[src/rtl/best_idx_streamer_if.sv]
`timescale 1ns/1ps
// Read-port and output-FIFO handshake bundle for best_idx_streamer.
// master = the streamer, slave = memory/consumer side.
interface best_idx_streamer_if #(
    parameter int DATA_WIDTH = 11,
    parameter int ADDR_WIDTH = 9
);
    logic                  mem_ren;
    logic [ADDR_WIDTH-1:0] mem_raddr;
    logic [DATA_WIDTH-1:0] mem_rdata;
    logic                  out_fifo_rempty_n;
    logic                  out_fifo_deq;
    logic [DATA_WIDTH-1:0] out_fifo_rdata;

    modport master (
        output mem_ren,
        output mem_raddr,
        input  mem_rdata,
        output out_fifo_rempty_n,
        output out_fifo_rdata,
        input  out_fifo_deq
    );

    modport slave (
        input  mem_ren,
        input  mem_raddr,
        output mem_rdata,
        input  out_fifo_rempty_n,
        input  out_fifo_rdata,
        output out_fifo_deq
    );
endinterface

[src/rtl/best_idx_streamer.sv]
`timescale 1ns/1ps
// Streams the best-index memory in blocked host readout order (half-image,
// column block, row, in-block column) through a 2-entry credit-controlled FIFO.
module best_idx_streamer #(
    parameter int DATA_WIDTH = 11,
    parameter int ROW_SIZE   = 26,
    parameter int COL_SIZE   = 19,
    parameter int BLOCKING   = 4,
    parameter int NUM_QUERYS = ROW_SIZE * COL_SIZE,
    parameter int ADDR_WIDTH = $clog2(NUM_QUERYS)
) (
    input  logic                io_clk,
    input  logic                io_rst_n,
    input  logic                send_best_arr,
    best_idx_streamer_if.master bus,
    output logic                busy,
    output logic                done
);
    localparam int HALF = ROW_SIZE / 2;
    localparam int NB   = (HALF + BLOCKING - 1) / BLOCKING;
    localparam int XW   = (NB > 1) ? $clog2(NB) : 1;
    localparam int YW   = (COL_SIZE > 1) ? $clog2(COL_SIZE) : 1;
    localparam int IW   = (BLOCKING > 1) ? $clog2(BLOCKING) : 1;
    localparam int CW   = $clog2(NUM_QUERYS + 1);

    typedef enum logic {IDLE, RUN} state_t;

    state_t                state_reg;
    logic                  px_reg;
    logic [XW-1:0]         x_reg;
    logic [YW-1:0]         y_reg;
    logic [IW-1:0]         xi_reg;
    logic [CW-1:0]         issued_reg;
    logic [CW-1:0]         popped_reg;
    logic                  mem_ren_reg;
    logic                  pend_reg;
    logic [ADDR_WIDTH-1:0] mem_raddr_reg;
    logic                  busy_reg;
    logic                  done_reg;
    logic                  wr_ptr_reg;
    logic                  rd_ptr_reg;
    logic [1:0]            count_reg;

    logic                  base_px;
    logic [XW-1:0]         base_x;
    logic [YW-1:0]         base_y;
    logic [IW-1:0]         base_xi;
    logic                  px_next;
    logic [XW-1:0]         x_next;
    logic [YW-1:0]         y_next;
    logic [IW-1:0]         xi_next;
    logic [31:0]           addr_full;
    logic                  last_xi;
    logic                  wr;
    logic                  pop;
    logic [1:0]            count_after;
    logic                  credit_ok;
    logic                  gen_left;
    logic                  issue;
    logic                  last_pop;

    // Generation starts from the all-zero combination when idle, so the first
    // read can be issued on the very edge that samples the start pulse.
    always_comb begin
        base_px = px_reg;
        base_x  = x_reg;
        base_y  = y_reg;
        base_xi = xi_reg;
        if (state_reg == IDLE) begin
            base_px = 1'b0;
            base_x  = '0;
            base_y  = '0;
            base_xi = '0;
        end

        addr_full = 32'(base_px) * 32'(HALF) + 32'(base_y) * 32'(ROW_SIZE)
                  + 32'(base_x) * 32'(BLOCKING) + 32'(base_xi);

        // Columns beyond the half-image edge are skipped by jumping straight to
        // the next row, which is always legal because xi=0 is inside the image.
        last_xi = (base_xi == IW'(BLOCKING - 1))
               || (32'(base_x) * 32'(BLOCKING) + 32'(base_xi) + 32'd1 >= 32'(HALF));

        px_next = base_px;
        x_next  = base_x;
        y_next  = base_y;
        xi_next = base_xi + IW'(1);
        if (last_xi) begin
            xi_next = '0;
            if (base_y == YW'(COL_SIZE - 1)) begin
                y_next = '0;
                if (base_x == XW'(NB - 1)) begin
                    x_next  = '0;
                    px_next = ~base_px;
                end else begin
                    x_next = base_x + XW'(1);
                end
            end else begin
                y_next = base_y + YW'(1);
            end
        end

        wr          = pend_reg;
        pop         = bus.out_fifo_deq && (count_reg != 2'd0);
        count_after = count_reg + {1'b0, wr} - {1'b0, pop};
        // Occupancy after this edge plus the read on the bus must leave room.
        credit_ok   = (count_after + {1'b0, mem_ren_reg}) < 2'd2;
        gen_left    = (issued_reg != CW'(NUM_QUERYS));
        issue       = ((state_reg == IDLE) && send_best_arr)
                   || ((state_reg == RUN) && gen_left && credit_ok);
        last_pop    = (state_reg == RUN) && pop && (popped_reg == CW'(NUM_QUERYS - 1));
    end

    always_ff @(posedge io_clk or negedge io_rst_n) begin
        if (!io_rst_n) begin
            state_reg     <= IDLE;
            px_reg        <= 1'b0;
            x_reg         <= '0;
            y_reg         <= '0;
            xi_reg        <= '0;
            issued_reg    <= '0;
            popped_reg    <= '0;
            mem_ren_reg   <= 1'b0;
            pend_reg      <= 1'b0;
            mem_raddr_reg <= '0;
            busy_reg      <= 1'b0;
            done_reg      <= 1'b0;
        end else begin
            pend_reg    <= mem_ren_reg;
            mem_ren_reg <= issue;
            if (issue) begin
                mem_raddr_reg <= addr_full[ADDR_WIDTH-1:0];
                px_reg        <= px_next;
                x_reg         <= x_next;
                y_reg         <= y_next;
                xi_reg        <= xi_next;
            end
            case (state_reg)
                IDLE: begin
                    if (send_best_arr) begin
                        state_reg  <= RUN;
                        busy_reg   <= 1'b1;
                        done_reg   <= 1'b0;
                        issued_reg <= CW'(1);
                        popped_reg <= '0;
                    end
                end
                RUN: begin
                    if (issue) issued_reg <= issued_reg + CW'(1);
                    if (pop)   popped_reg <= popped_reg + CW'(1);
                    if (last_pop) begin
                        state_reg <= IDLE;
                        busy_reg  <= 1'b0;
                        done_reg  <= 1'b1;
                    end
                end
                default: state_reg <= IDLE;
            endcase
        end
    end

    always_ff @(posedge io_clk or negedge io_rst_n) begin
        if (!io_rst_n) begin
            wr_ptr_reg <= 1'b0;
            rd_ptr_reg <= 1'b0;
            count_reg  <= 2'd0;
        end else begin
            if (wr)  wr_ptr_reg <= ~wr_ptr_reg;
            if (pop) rd_ptr_reg <= ~rd_ptr_reg;
            count_reg <= count_after;
        end
    end

    logic [DATA_WIDTH-1:0] entry_data [2];

    for (genvar gi = 0; gi < 2; gi++) begin : g_entry
        logic [DATA_WIDTH-1:0] entry_reg;
        always_ff @(posedge io_clk or negedge io_rst_n) begin
            if (!io_rst_n) begin
                entry_reg <= '0;
            end else if (wr && (wr_ptr_reg == 1'(gi))) begin
                entry_reg <= bus.mem_rdata;
            end
        end
        assign entry_data[gi] = entry_reg;
    end

    assign bus.mem_ren           = mem_ren_reg;
    assign bus.mem_raddr         = mem_raddr_reg;
    assign bus.out_fifo_rempty_n = (count_reg != 2'd0);
    assign bus.out_fifo_rdata    = entry_data[rd_ptr_reg];
    assign busy                  = busy_reg;
    assign done                  = done_reg;
endmodule

[src/flat_wrapper.sv]
// flat-port wrapper written by rule: the top's interface ports become plain ports
module best_idx_streamer_flat 
#(
    parameter int DATA_WIDTH = 11,
    parameter int ROW_SIZE   = 26,
    parameter int COL_SIZE   = 19,
    parameter int BLOCKING   = 4,
    parameter int NUM_QUERYS = ROW_SIZE * COL_SIZE,
    parameter int ADDR_WIDTH = $clog2(NUM_QUERYS)
)
  (io_clk, io_rst_n, send_best_arr, busy, done, bus_mem_ren, bus_mem_raddr, bus_mem_rdata, bus_out_fifo_rempty_n, bus_out_fifo_rdata, bus_out_fifo_deq);
  best_idx_streamer_if #(.DATA_WIDTH(DATA_WIDTH), .ADDR_WIDTH(ADDR_WIDTH)) bus_i ();
  input  logic io_clk;
  input  logic io_rst_n;
  input  logic send_best_arr;
  output logic busy;
  output logic done;
  output wire logic [$bits(bus_i.mem_ren)-1:0] bus_mem_ren;
  output wire logic [$bits(bus_i.mem_raddr)-1:0] bus_mem_raddr;
  input wire logic [$bits(bus_i.mem_rdata)-1:0] bus_mem_rdata;
  output wire logic [$bits(bus_i.out_fifo_rempty_n)-1:0] bus_out_fifo_rempty_n;
  output wire logic [$bits(bus_i.out_fifo_rdata)-1:0] bus_out_fifo_rdata;
  input wire logic [$bits(bus_i.out_fifo_deq)-1:0] bus_out_fifo_deq;
  assign bus_mem_ren = bus_i.mem_ren;
  assign bus_mem_raddr = bus_i.mem_raddr;
  assign bus_i.mem_rdata = bus_mem_rdata;
  assign bus_out_fifo_rempty_n = bus_i.out_fifo_rempty_n;
  assign bus_out_fifo_rdata = bus_i.out_fifo_rdata;
  assign bus_i.out_fifo_deq = bus_out_fifo_deq;
  best_idx_streamer #(.DATA_WIDTH(DATA_WIDTH), .ROW_SIZE(ROW_SIZE), .COL_SIZE(COL_SIZE), .BLOCKING(BLOCKING), .NUM_QUERYS(NUM_QUERYS), .ADDR_WIDTH(ADDR_WIDTH)) u_core (.io_clk(io_clk), .io_rst_n(io_rst_n), .send_best_arr(send_best_arr), .bus(bus_i), .busy(busy), .done(done));
endmodule
[config.mk]
export PLATFORM = sky130hd
export DESIGN_NAME = best_idx_streamer_flat
export DESIGN_NICKNAME = d
export VERILOG_FILES = /design/src/rtl/best_idx_streamer_if.sv /design/src/rtl/best_idx_streamer.sv /design/src/flat_wrapper.sv
export SDC_FILE = /design/constraint.sdc
export NUM_CORES = 1
export LEC_CHECK = 0
export CAP_MARGIN = 25
export CELL_PAD_IN_SITES_DETAIL_PLACEMENT = 1
export CELL_PAD_IN_SITES_GLOBAL_PLACEMENT = 1
export CORE_AREA = 4 4 117 119
export CTS_BUF_LIST = sky130_fd_sc_hd__clkbuf_8 sky130_fd_sc_hd__clkbuf_16
export DETAILED_ROUTE_END_ITERATION = 8
export DIE_AREA = 0 0 121 123
export PLACE_DENSITY = 0.65
export SYNTH_ARGS = -nofsm -noshare
export SYNTH_HDL_FRONTEND = slang
export SYNTH_SLANG_ARGS = --single-unit
[constraint.sdc]
create_clock -name io_clk -period 8.1 [get_ports io_clk]
set_input_delay 2.025 -clock io_clk [delete_from_list [all_inputs] [get_ports io_clk]]
set_output_delay 2.025 -clock io_clk [all_outputs]
set_load 0.005 [all_outputs]
# Word level (Yosys, flattened, before mapping)

Index checks and enable logic that the tools add are counted.

Order comparisons: 3
$mul: 2
Reduce and logical (&&, ||, !) cells: 14
Multiplexer cells: 31
Bitwise operators: 5
Equal/unequal tests: 9
Add/subtract/negate cells: 13

Operator list:

| cell                                                                                 | number |
|---|---|
| 9-bit 2-to-1 mux                                                                     | 4 |
| 9-bit one-hot mux with 2 select lines                                                | 2 |
| 11-bit 2-to-1 mux                                                                    | 3 |
| 32-bit by 1-bit adder with 32-bit output, second input constant                      | 1 |
| 32-bit by 4-bit greater-or-equal comparator with 1-bit output, second input constant | 1 |
| 9-bit by 1-bit adder with 9-bit output, second input constant                        | 2 |
| 5-bit 2-to-1 mux                                                                     | 3 |
| 2-bit 2-to-1 mux                                                                     | 6 |
| 1-bit 2-to-1 mux                                                                     | 10 |
| 5-bit by 9-bit adder with 9-bit output                                               | 1 |
| 9-bit by 2-bit adder with 9-bit output                                               | 1 |
| 9-bit by 4-bit adder with 9-bit output                                               | 1 |
| 9-bit == test, second input constant                                                 | 1 |
| 9-bit inequality test, second input constant                                         | 1 |
| 1-bit logical AND                                                                    | 8 |
| 5-bit by 4-bit multiplier with 8-bit output, second input constant                   | 1 |
| 2-bit inequality test, second input constant                                         | 4 |
| 1-bit one-hot mux with 2 select lines                                                | 3 |
| 2-bit AND reduction                                                                  | 3 |
| 4-bit by 2-bit adder with 5-bit output                                               | 1 |
| 5-bit by 1-bit adder with 5-bit output, second input constant                        | 1 |
| 5-bit == test, second input constant                                                 | 1 |
| 1-bit by 4-bit multiplier with 5-bit output, second input constant                   | 1 |
| 2-bit by 1-bit adder with 2-bit output                                               | 2 |
| 9 further kinds                                                                      | 15 |

Word-level logic and storage cells: 94
Register bits: 68
Output and inout port bits: 24

# Longest topological paths before layout

Gate-level depths: netlist of run 1.

Depth after elaboration: 9
Mapped depth: 11
Depth with buffers taken out: 11

# Worst setup path before layout of run 1

OpenSTA, ideal clock, no wires.

Path type: input to register
From: input bus_out_fifo_deq
To: register u_core.x_reg[1]
Cell stages on the path: 11
Path buffers: 1
Path slack: 4029 ps
Arrival time: 3949 ps
Required time: 7978 ps
Path through: o21a_1 -> ha_1 -> inv_1 -> ha_1 -> xnor2_1 -> xor3_2 -> o21a_4 -> inv_2 -> buf_6 -> o21ai_2 -> a32o_1

Cells in the longest elaborated chain, start to end: 6

Ends and longest elaborated chain:

| what                                        | line                     | text |
|---|---|---|
| start: declaration                          | flat_wrapper.sv:23       | `input wire logic [$bits(bus_i.out_fifo_deq)-1:0] bus_out_fifo_deq;` |
| 1-bit logical AND                           | best_idx_streamer.sv:104 | `pop = bus.out_fifo_deq && (count_reg != 2'd0);` |
| 2-bit by 1-bit subtractor with 2-bit output | best_idx_streamer.sv:105 | `count_after = count_reg + {1'b0, wr} - {1'b0, pop};` |
| 2-bit by 1-bit adder with 2-bit output      | best_idx_streamer.sv:107 | `credit_ok = (count_after + {1'b0, mem_ren_reg}) < 2'd2;` |
| 2-bit less-than comparator                  | best_idx_streamer.sv:107 |  |
| 1-bit logical AND                           | best_idx_streamer.sv:110 | `\|\| ((state_reg == RUN) && gen_left && credit_ok);` |
| 1-bit logical OR                            | best_idx_streamer.sv:110 |  |
| end signal: assignment                      | best_idx_streamer.sv:134 | `x_reg <= x_next;` |
| end: declaration                            | best_idx_streamer.sv:30  | `logic [XW-1:0] x_reg;` |

No other way between the ends.
A chain may end at the register's enable or synchronous reset.

# Worst setup path after layout of run 1

From: input bus_out_fifo_deq
To: register u_core.y_reg[4]

Cells in the longest elaborated chain, start to end: 6

Ends and longest elaborated chain:

| what                                        | line                     | text |
|---|---|---|
| 1-bit logical AND                           | best_idx_streamer.sv:104 |  |
| named net u_core.pop                        | best_idx_streamer.sv:55  | `logic pop;` |
| 2-bit by 1-bit subtractor with 2-bit output | best_idx_streamer.sv:105 |  |
| 2-bit by 1-bit adder with 2-bit output      | best_idx_streamer.sv:107 |  |
| 2-bit less-than comparator                  | best_idx_streamer.sv:107 |  |
| 1-bit logical AND                           | best_idx_streamer.sv:110 |  |
| 1-bit logical OR                            | best_idx_streamer.sv:110 |  |
| end signal: assignment                      | best_idx_streamer.sv:135 | `y_reg <= y_next;` |
| end: declaration                            | best_idx_streamer.sv:31  | `logic [YW-1:0] y_reg;` |

The timed path passes the listed nets, and every way through them passes these cells.

==> results of run 1 <==
cells in the final DEF (no fill, tap or decap), types with 8 or more instances in the layout:
cell type | synthesis | layout
ha_1 | 27 | 27
and2_1 | 8 | 8
nand2_1 | 43 | 43
xor2_1 | 10 | 10
nor2_1 | 20 | 20
mux2_2 | 34 | 34
xnor2_1 | 10 | 10
o21ai_0 | 13 | 13
inv_1 | 11 | 14
nand3_1 | 11 | 11
a21oi_1 | 13 | 13
nand4_1 | 10 | 10
dfrtp_1 | 68 | 68
mux2i_1 | 8 | 8
clkbuf_16 | 0 | 9
clkdlybuf4s50_1 | 0 | 37
cells in the mapped netlist (8+ instances only):
library cell  number
xnor2_1           10
nand2_1           43
o21ai_0           13
nand4_1           10
ha_1              27
xor2_1            10
nor2_1            20
mux2_2            34
and2_1             8
nand3_1           11
dfrtp_1           68
mux2i_1            8
inv_1             11
a21oi_1           13
final cells by class:
class	count	area, um^2
fill	1417	8010
multi-input combinational	255	1920
sequential	68	1700
timing repair buffer	40	390
clock buffer	10	239
tap	172	215
clock inverter	5	46.3
inverter	12	45.0
stage by stage:
step                      hold slack [ns]  worst slack [ns]  instances   util
after global routing                0.452              3.26        562  0.363
after global placement              0.411              3.22        546  0.339
after detailed placement            0.424              3.10        546  0.339
after floorplan                     0.396              4.03        344      -
after CTS                           0.434              3.39        561  0.362
final                               0.431              3.45        562  0.363
cell families after synthesis:
family / Yosys count / synth area share
AND/OR/NAND/NOR: 113 / 0.146
flip-flops: 68 / 0.458
AO/OA/AOI/OAI: 48 / 0.0809
multiplexers: 42 / 0.125
adder cells (fa/ha/maj): 31 / 0.113
XOR/XNOR: 21 / 0.0539
buffers and inverters: 21 / 0.0239
worst register-to-register path, stage by stage, from the launching register on:
cell     delay (ns)
dfrtp_1        0.66
nand2_1        0.14
inv_1          0.22
ha_1           0.30
fa_1           0.50
fa_1           0.48
xor2_1         0.24
nand2_1        0.12
nor4b_1        0.32
xnor2_1        0.20
o21ai_0        0.11
worst max path at each step:
stage | from | endpoint | slack, ns | cells past startpoint
finish | bus_out_fifo_deq | u_core.y_reg[4]$_DFFE_PN0P_ | 3.45 | 10
global route | bus_out_fifo_deq | u_core.y_reg[4]$_DFFE_PN0P_ | 3.26 | 10
CTS | bus_out_fifo_deq | u_core.y_reg[4]$_DFFE_PN0P_ | 3.39 | 10
detailed placement | bus_out_fifo_deq | u_core.y_reg[4]$_DFFE_PN0P_ | 3.10 | 10
global placement | bus_out_fifo_deq | u_core.y_reg[4]$_DFFE_PN0P_ | 3.22 | 10
floorplan | bus_out_fifo_deq | u_core.x_reg[1]$_DFFE_PN0P_ | 4.03 | 11
layer usage:
layer	global-route usage	vias up	share of wire	wire, um
li1	-	1287	-	-
met3	0.0380	10	0.043	363
met4	0.0446	0	0.017	142
met1	0.156	1324	0.48	4020
met2	0.200	40	0.46	3890
met5	0	-	0	0
==> flow_metrics.tcl, run 1 <==
set metrics [dict create \
    outcome "complete, no violations" \
    vias 2661 \
    ys_top_cells_by_area "dfrtp_1 46%, mux2_2 10%, ha_1 9.1%" \
    drv_slew 0 \
    grt_pass1_wl_um 14500 \
    grt_max_degree 69 \
    yosysTopAreaCellShare 0.458 \
    rows 41 \
    cp_max_fo 21 \
    yosysUniqueCellTypes 46 \
    r2r_start "u_core.state_reg$_DFF_PN0_" \
    postPlaceCellArea_um2 4270 \
    clock-root-buffer "clkbuf_16" \
    synth_warnings 0 \
    crit_path_top_delay_cell "xor3_2" \
    drt_first_pass_iters 4 \
    fin_skew_ns 0.00710 \
    portBuffers 38 \
    ioPinCount 39 \
    path_cells "clkdlybuf4s50_1 > o21a_1 > ha_1 > inv_1 > ha_1 > xnor2_1 > xor3_2 > o21a_4 > inv_2 > mux2_2" \
    max_slew_margin 0.416 \
    grt_pass1_vias 2890 \
    worst-setup-path-type "in2reg" \
    hold_path_end "u_core.pend_reg$_DFF_PN0_" \
    synthCells 344 \
    largest_reg_flops 22 \
    postRouteWirelength_um 8420 \
    nets 432 \
    fin_crit_sh 0.574 \
    cts_setup_buffers 0 \
    core_region_area_um2 12600 \
    rsz0062_at_grt "false" \
    num_antenna_cells 0 \
    gp_congestion 0.769 \
    synth_fp_nets 390 \
    cts_made_buffers 9 \
    min_path_type "reg2reg" \
    grt_usage 0.123 \
    vias_per_cell 4.73 \
    worst_ep_arrival_time_ns 4.87 \
    synth-edff-count 0 \
    fin_crit_ns 4.65 \
    cts_max_level 3 \
    clk_latency_ns 0.33 \
    reg2reg_slack_ns 4.71 \
    cts_resized 0 \
    clock.fmax_ghz 0.215 \
    cp-start-kind "input port" \
    tns_ns 0 \
    path_buf_inv 3 \
    syn2layout_area_growth_pct 22.8 \
    die_w_um 121 \
    tightestPinTransition_ns 0.876 \
    avgSynthCellArea_um2 10.8 \
    critPathMaxStageDelay_ns 0.47 \
    die-area_um2 14900 \
    cts_tree "built" \
    start_util 0.295 \
    wl_per_cell_um 15.0 \
    crit_top_cell "ha_1" \
    ant_nets 0 \
    cts_sinks 68 \
    hold_path_depth 0 \
    synth_top_cell_by_area "dfrtp_1" \
    syn_area_um2 3710 \
    drv_cap 0 \
    synth-async-reset-ratio 1.00 \
    timing.rr.end "u_core.bus.mem_raddr[8]$_DFFE_PN0P_" \
    drive_above_1_share 0.146 \
    min_from "u_core.bus.mem_ren$_DFF_PN0_" \
    drc 0 \
    die_height_um 123 \
    hold_buffers 0 \
    end_kind "flip-flop" \
    grt_antenna_before_repair 0 \
    gr-total-overflow 0 \
    setup_violations 0 \
    synth-seq-cells 68 \
    fin_area_um2 4560 \
    yosysSeqAreaShare 0.458 \
    drt_iter0_markers 115 \
    cp_top_family "XOR/XNOR gates" \
    cts.clk_slew.worst_paths_ns 0.05 \
    rr_worst_depth 10 \
    clockBufferDepth 2 \
    hold_violations 0 \
    worstPathRequired_ns 8.32 \
    ys.flop_type "dfrtp_1" \
    place.detailed.hpwl_um 6030 \
]
Power of run 1 is left out: the tool's default activity adds up to more than one toggle a clock period on the data nets, which glitch-free logic cannot reach.
==> run 2: changes to the inputs <==
--- a/config.mk
+++ b/config.mk
@@ -12,7 +12,7 @@
 export CTS_BUF_LIST = sky130_fd_sc_hd__clkbuf_8 sky130_fd_sc_hd__clkbuf_16
 export DETAILED_ROUTE_END_ITERATION = 8
 export DIE_AREA = 0 0 121 123
-export PLACE_DENSITY = 0.65
+export PLACE_DENSITY = 0.67
 export SYNTH_ARGS = -nofsm -noshare
 export SYNTH_HDL_FRONTEND = slang
 export SYNTH_SLANG_ARGS = --single-unit
==> constraint.sdc (replaced) <==
create_clock -name io_clk -period 4.1 [get_ports io_clk]
set_input_delay 1.025 -clock io_clk [delete_from_list [all_inputs] [get_ports io_clk]]
set_output_delay 1.025 -clock io_clk [all_outputs]
set_load 0.005 [all_outputs]
==> run 2 against run 1 <==
Critical endpoint is now u_core.bus.mem_raddr[6]$_DFFE_PN0P_. Routed wire length fell by 1.1%. Via count rose by 1.3%. First-iteration DRC count fell by 13%. Utilization rose by 0.090 points. Flip-flop and latch count did not move. Worst setup slack got worse by 2.8 ns.
==> flow_metrics.tcl, run 2 (synthesis gave the netlist of run 1 again) <==
set metrics [dict create \
    place.detailed.hpwl_um 6140 \
    hold_violations 0 \
    drv_slew 0 \
    setup_violations 0 \
    fin_area_um2 4570 \
    syn2layout_area_growth_pct 23.1 \
    postRouteWirelength_um 8330 \
    die-area_um2 14900 \
    wl_met3_um 337 \
    worst-setup-path-type "in2reg" \
    cts_made_buffers 9 \
    drt_iter0_markers 100 \
    grt_antenna_before_repair 0 \
    layout_common_cells "68 x dfrtp_1, 43 x nand2_1, 37 x clkdlybuf4s50_1, 34 x mux2_2, 27 x ha_1" \
    portBuffers 38 \
    ioPinCount 39 \
    wl_met2_um 4070 \
    drc 0 \
    die_height_um 123 \
    worstPathRequired_ns 4.35 \
    ant_nets 0 \
    end_kind "flip-flop" \
    tightestPinTransition_ns 1.01 \
    grt_pass1_vias 2922 \
    leakage_nw 2.07 \
    clockBufferDepth 2 \
    hold_buffers 0 \
    cts_setup_buffers 0 \
    fin_crit_ns 3.43 \
    gr-total-overflow 0 \
    fin_skew_ns 0.00298 \
    nets 433 \
    start_util 0.295 \
    clk_latency_ns 0.33 \
    core_region_area_um2 12600 \
    fin_crit_sh 0.836 \
    drt_first_pass_iters 6 \
    clock-root-buffer "clkbuf_16" \
    drv_cap 0 \
    clock.fmax_ghz 0.292 \
    ir_worst_vdd_mv 0.580 \
    top_layer "met4" \
    cp-start-kind "input port" \
    m1WireLength_um 3810 \
    die_w_um 121 \
    max_slew_margin 0.324 \
    cts_sinks 68 \
    num_antenna_cells 0 \
    vias_per_cell 4.79 \
    outcome "complete, no violations" \
    worst_ep_arrival_time_ns 3.68 \
    vias 2695 \
    cp_top_family "buffers and inverters" \
    finalPower_mw 4.73 \
    power_density_nw_per_um2 1030 \
    cts_max_level 3 \
    layout_commonest_cell "dfrtp_1" \
    tns_ns 0 \
    grt_pass1_wl_um 14400 \
    cts_tree "built" \
    path_buf_inv 4 \
    min_path_type "reg2reg" \
    postPlaceCellArea_um2 4280 \
    grt_max_degree 44 \
    critPathMaxStageDelay_ns 0.46 \
    rows 41 \
    drive_above_1_share 0.153 \
    crit_path_top_delay_cell "xor3_2" \
    path_cells "clkdlybuf4s50_1 > o21a_1 > ha_1 > inv_1 > ha_1 > xnor2_1 > xor3_2 > o21a_4 > inv_2 > buf_4 > nor2_1 > a21oi_1" \
    crit_top_cell "ha_1" \
    gp_congestion 0.791 \
    rsz0062_at_grt "false" \
    cts_resized 0 \
    largest_reg_flops 22 \
    wl_per_cell_um 14.8 \
    grt_usage 0.122 \
    cp_max_fo 15 \
    cts.clk_slew.worst_paths_ns 0.05 \
]
run 2: worst reg2reg max path, delay by kind of cell (launching register included):
family                     cells  cell delay (ns)
xor gates and xnor gates       2             0.40
and+or+nand+nor                3             0.57
buffers and inverters          1             0.20
adders and majority gates      3             1.25
DFF                            1             0.66
AOI/OAI and AO/OA              1             0.09
run 2: layout make-up:
class                           count  area (um^2)
Fill cell                        1426         8000
Multi-Input combinational cell    255         1920
Sequential cell                    68         1700
Timing Repair Buffer               41          398
Clock buffer                       13          280
Tap cell                          172          215
Inverter                           12         45.0
Clock inverter                      2         8.76
run 2: final timing paths:
kind	from	end	slack [ns]	depth (start not counted)
max	bus_out_fifo_deq	u_core.bus.mem_raddr[6]$_DFFE_PN0P_	0.67	12
min	u_core.bus.mem_ren$_DFF_PN0_	u_core.pend_reg$_DFF_PN0_	0.45	0
max reg2reg	u_core.state_reg$_DFF_PN0_	u_core.bus.mem_raddr[8]$_DFFE_PN0P_	0.81	10
min reg2reg	u_core.bus.mem_ren$_DFF_PN0_	u_core.pend_reg$_DFF_PN0_	0.45	0
max in group asynchronous	io_rst_n	u_core.y_reg[4]$_DFFE_PN0P_	2.40	2
min in group asynchronous	io_rst_n	u_core.g_entry[1].entry_reg[5]$_DFFE_PN0P_	0.71	1
run 2: metrics by stage:
| stage | std cells | hold slack (ns) | worst slack (ns) | utilization |
|---|---|---|---|---|
| after floorplan | 344 | 0.396 | 1.03 | - |
| after global placement | 548 | 0.443 | 0.375 | 0.341 |
| after detailed placement | 548 | 0.445 | 0.306 | 0.341 |
| after CTS | 563 | 0.458 | 0.655 | 0.364 |
| after global routing | 563 | 0.467 | 0.475 | 0.364 |
| final | 563 | 0.453 | 0.671 | 0.364 |
run 2: where the power goes:
part / switching [mW] / internal, mW / leakage (nW)
registers: 0.235 / 0.998 / 0.810
logic: 1.41 / 1.35 / 1.11
clock network: 0.273 / 0.469 / 0.149
total: 1.92 / 2.81 / 2.07
run 2: per-layer routing:
metal,global-route usage,up-vias
li1,-,1299
met1,0.150,1346
met2,0.206,40
met3,0.0371,10
met4,0.0361,0
met5,0,-
No activity file was read; power rests on OpenSTA's default activity.
==> run 3: changes to the inputs <==
--- a/config.mk
+++ b/config.mk
@@ -12,7 +12,7 @@
 export CTS_BUF_LIST = sky130_fd_sc_hd__clkbuf_8 sky130_fd_sc_hd__clkbuf_16
 export DETAILED_ROUTE_END_ITERATION = 8
 export DIE_AREA = 0 0 121 123
-export PLACE_DENSITY = 0.67
+export PLACE_DENSITY = 0.65
 export SYNTH_ARGS = -nofsm -noshare
 export SYNTH_HDL_FRONTEND = slang
 export SYNTH_SLANG_ARGS = --single-unit
==> constraint.sdc (replaced) <==
create_clock -name io_clk -period 3.5 [get_ports io_clk]
set_input_delay 0.875 -clock io_clk [delete_from_list [all_inputs] [get_ports io_clk]]
set_output_delay 0.875 -clock io_clk [all_outputs]
set_load 0.005 [all_outputs]
==> run 3 against run 2 <==
Critical path depth is 3 lower. Utilization up 0.62 points. Count of clock-buffer cells in the layout is 1 lower. Sequential power rose by 17%. Hold slack got worse by 0.049 ns. Non-clock buffer count grew 8. Via count increased by 1.4%. Clock power grew 16%. Design area is 1.7% higher. Register-to-register slack lost 0.41 ns. Combinational power is 23% higher.
==> flow_metrics.tcl, run 3 (synthesis gave the netlist of run 1 again) <==
set metrics [dict create \
    min_path_type "reg2reg" \
    cts_resized 0 \
    gp_congestion 0.814 \
    vias 2733 \
    end_kind "flip-flop" \
    core_region_area_um2 12600 \
    layout_common_cells "68 x dfrtp_1, 43 x nand2_1, 37 x clkdlybuf4s50_1, 34 x mux2_2, 27 x ha_1" \
    seqPwrFrac 0.253 \
    cp-start-kind "flip-flop" \
    switching_share 0.403 \
    drv_cap 0 \
    seq_area_um2 1700 \
    clk_latency_ns 0.32 \
    die_height_um 123 \
    crit_top_cell "fa_1" \
    clock.fmax_ghz 0.323 \
    grt_pass1_wl_um 14700 \
    cp_max_fo 13 \
    drv_slew 0 \
    fin_crit_ns 3.10 \
    setup_violations 0 \
    multiInputGateArea_um2 1920 \
    worst_slack_ns 0.403 \
    gr-total-overflow 0 \
    postPlaceCellArea_um2 4360 \
    postRouteWirelength_um 8440 \
    r2r_start "u_core.state_reg$_DFF_PN0_" \
    wl_per_cell_um 14.7 \
    drt_first_pass_iters 4 \
    grt_max_degree 69 \
    clockBufferDepth 2 \
    rows 41 \
    nFillCells 1419 \
    cts_max_level 3 \
    hold_path_depth 0 \
    final_util 0.370 \
    largest_reg_flops 22 \
    m1WireLength_um 3950 \
    rsz0062_at_grt "false" \
    hold_violations 0 \
    cts_sinks 68 \
    cts_made_buffers 9 \
    grt_usage 0.123 \
    portBuffers 38 \
    worst-setup-path-type "reg2reg" \
    cts_tree "built" \
    drc 0 \
    drive_above_1_share 0.173 \
    fin_skew_ns 0.00685 \
    vias_per_cell 4.78 \
    rr_worst_depth 9 \
    timing.rr.end "u_core.bus.mem_raddr[8]$_DFFE_PN0P_" \
    clock-root-buffer "clkbuf_16" \
    ant_nets 0 \
    post-place-ws_ns 0.0695 \
    leakage_nw 2.11 \
    die_w_um 121 \
    start_util 0.295 \
    grt_antenna_before_repair 0 \
    place.detailed.hpwl_um 6230 \
    cts_setup_buffers 0 \
    reg2reg_slack_ns 0.40 \
    drt_iter0_markers 146 \
    path_cells "and2_1 > ha_1 > fa_1 > fa_1 > xor2_1 > nand2_1 > nor4b_1 > xnor2_1 > o21ai_0" \
    critPathMaxStageDelay_ns 0.57 \
    min_from "u_core.bus.mem_ren$_DFF_PN0_" \
    worstPathRequired_ns 3.70 \
    fin_crit_sh 0.885 \
    fin_area_um2 4650 \
    p_switching_mw 2.30 \
    syn2layout_area_growth_pct 25.2 \
    ir_worst_vdd_mv 0.342 \
    hold_path_end "u_core.pend_reg$_DFF_PN0_" \
    power.clock.fraction 0.151 \
    hold_buffers 0 \
    internal_power_mw 3.40 \
    finalPower_mw 5.70 \
    num_antenna_cells 0 \
    crit_path_top_delay_cell "dfrtp_1" \
    tightestPinTransition_ns 0.568 \
    die-area_um2 14900 \
    cts.clk_slew.worst_paths_ns 0.06 \
    pwr-share-comb 0.596 \
    grt_pass1_vias 2890 \
    nets 441 \
    tns_ns 0 \
    wl_met3_um 365 \
    worst_ep_arrival_time_ns 3.30 \
    layout_commonest_cell "dfrtp_1" \
    wl_met2_um 4000 \
    top_layer "met4" \
    max_slew_margin 0.622 \
    outcome "complete, no violations" \
    ioPinCount 39 \
    power_density_nw_per_um2 1230 \
]
## run 3: final cells by class
cell class                      instances  share of cell area
Inverter                               12             0.00969
Clock inverter                          4             0.00511
Multi-Input combinational cell        255               0.413
Tap cell                              172              0.0463
Timing Repair Buffer                   49               0.102
Clock buffer                           12              0.0573
Sequential cell                        68               0.366
## run 3: how the worst max path moves through the flow
stage / cells past startpoint / startpoint / endpoint
3_5_place_dp: 12 / bus_out_fifo_deq / u_core.bus.mem_raddr[4]$_DFFE_PN0P_
3_3_place_gp: 10 / bus_out_fifo_deq / u_core.y_reg[4]$_DFFE_PN0P_
4_1_cts: 9 / u_core.state_reg$_DFF_PN0_ / u_core.bus.mem_raddr[8]$_DFFE_PN0P_
2_1_floorplan: 11 / bus_out_fifo_deq / u_core.x_reg[1]$_DFFE_PN0P_
5_1_grt: 9 / u_core.state_reg$_DFF_PN0_ / u_core.bus.mem_raddr[8]$_DFFE_PN0P_
6_report: 9 / u_core.state_reg$_DFF_PN0_ / u_core.bus.mem_raddr[8]$_DFFE_PN0P_
## run 3: per-stage QoR
stage / std cells / hold slack [ns]
floorplan: 344 / 0.396
global placement: 555 / 0.396
detailed placement: 556 / 0.401
CTS: 572 / 0.413
global route: 572 / 0.417
finish: 572 / 0.404
## run 3: per-layer routing
metal,global-route usage,vias up
met5,0,-
met4,0.0397,0
met3,0.0334,11
met2,0.204,40
met1,0.158,1368
li1,-,1314
## run 3: power groups by stage
stage | clock, mW | sequential, mW | combinational, mW
2_1_floorplan | 0 | 1.36 | 2.45
3_5_place_dp | 0 | 1.46 | 3.46
6_report | 0.861 | 1.44 | 3.39
5_1_grt | 0.938 | 1.50 | 3.88
3_3_place_gp | 0 | 1.43 | 3.31
4_1_cts | 0.894 | 1.45 | 3.47
## run 3: critical path: cells and delay by family, from the launching register on
family | cells | cell delay [ns]
AOI/OAI and AO/OA | 1 | 0.09
adders and majority gates | 3 | 1.25
and+or+nand+nor | 3 | 0.69
xor gates and xnor gates | 2 | 0.38
DFF | 1 | 0.57
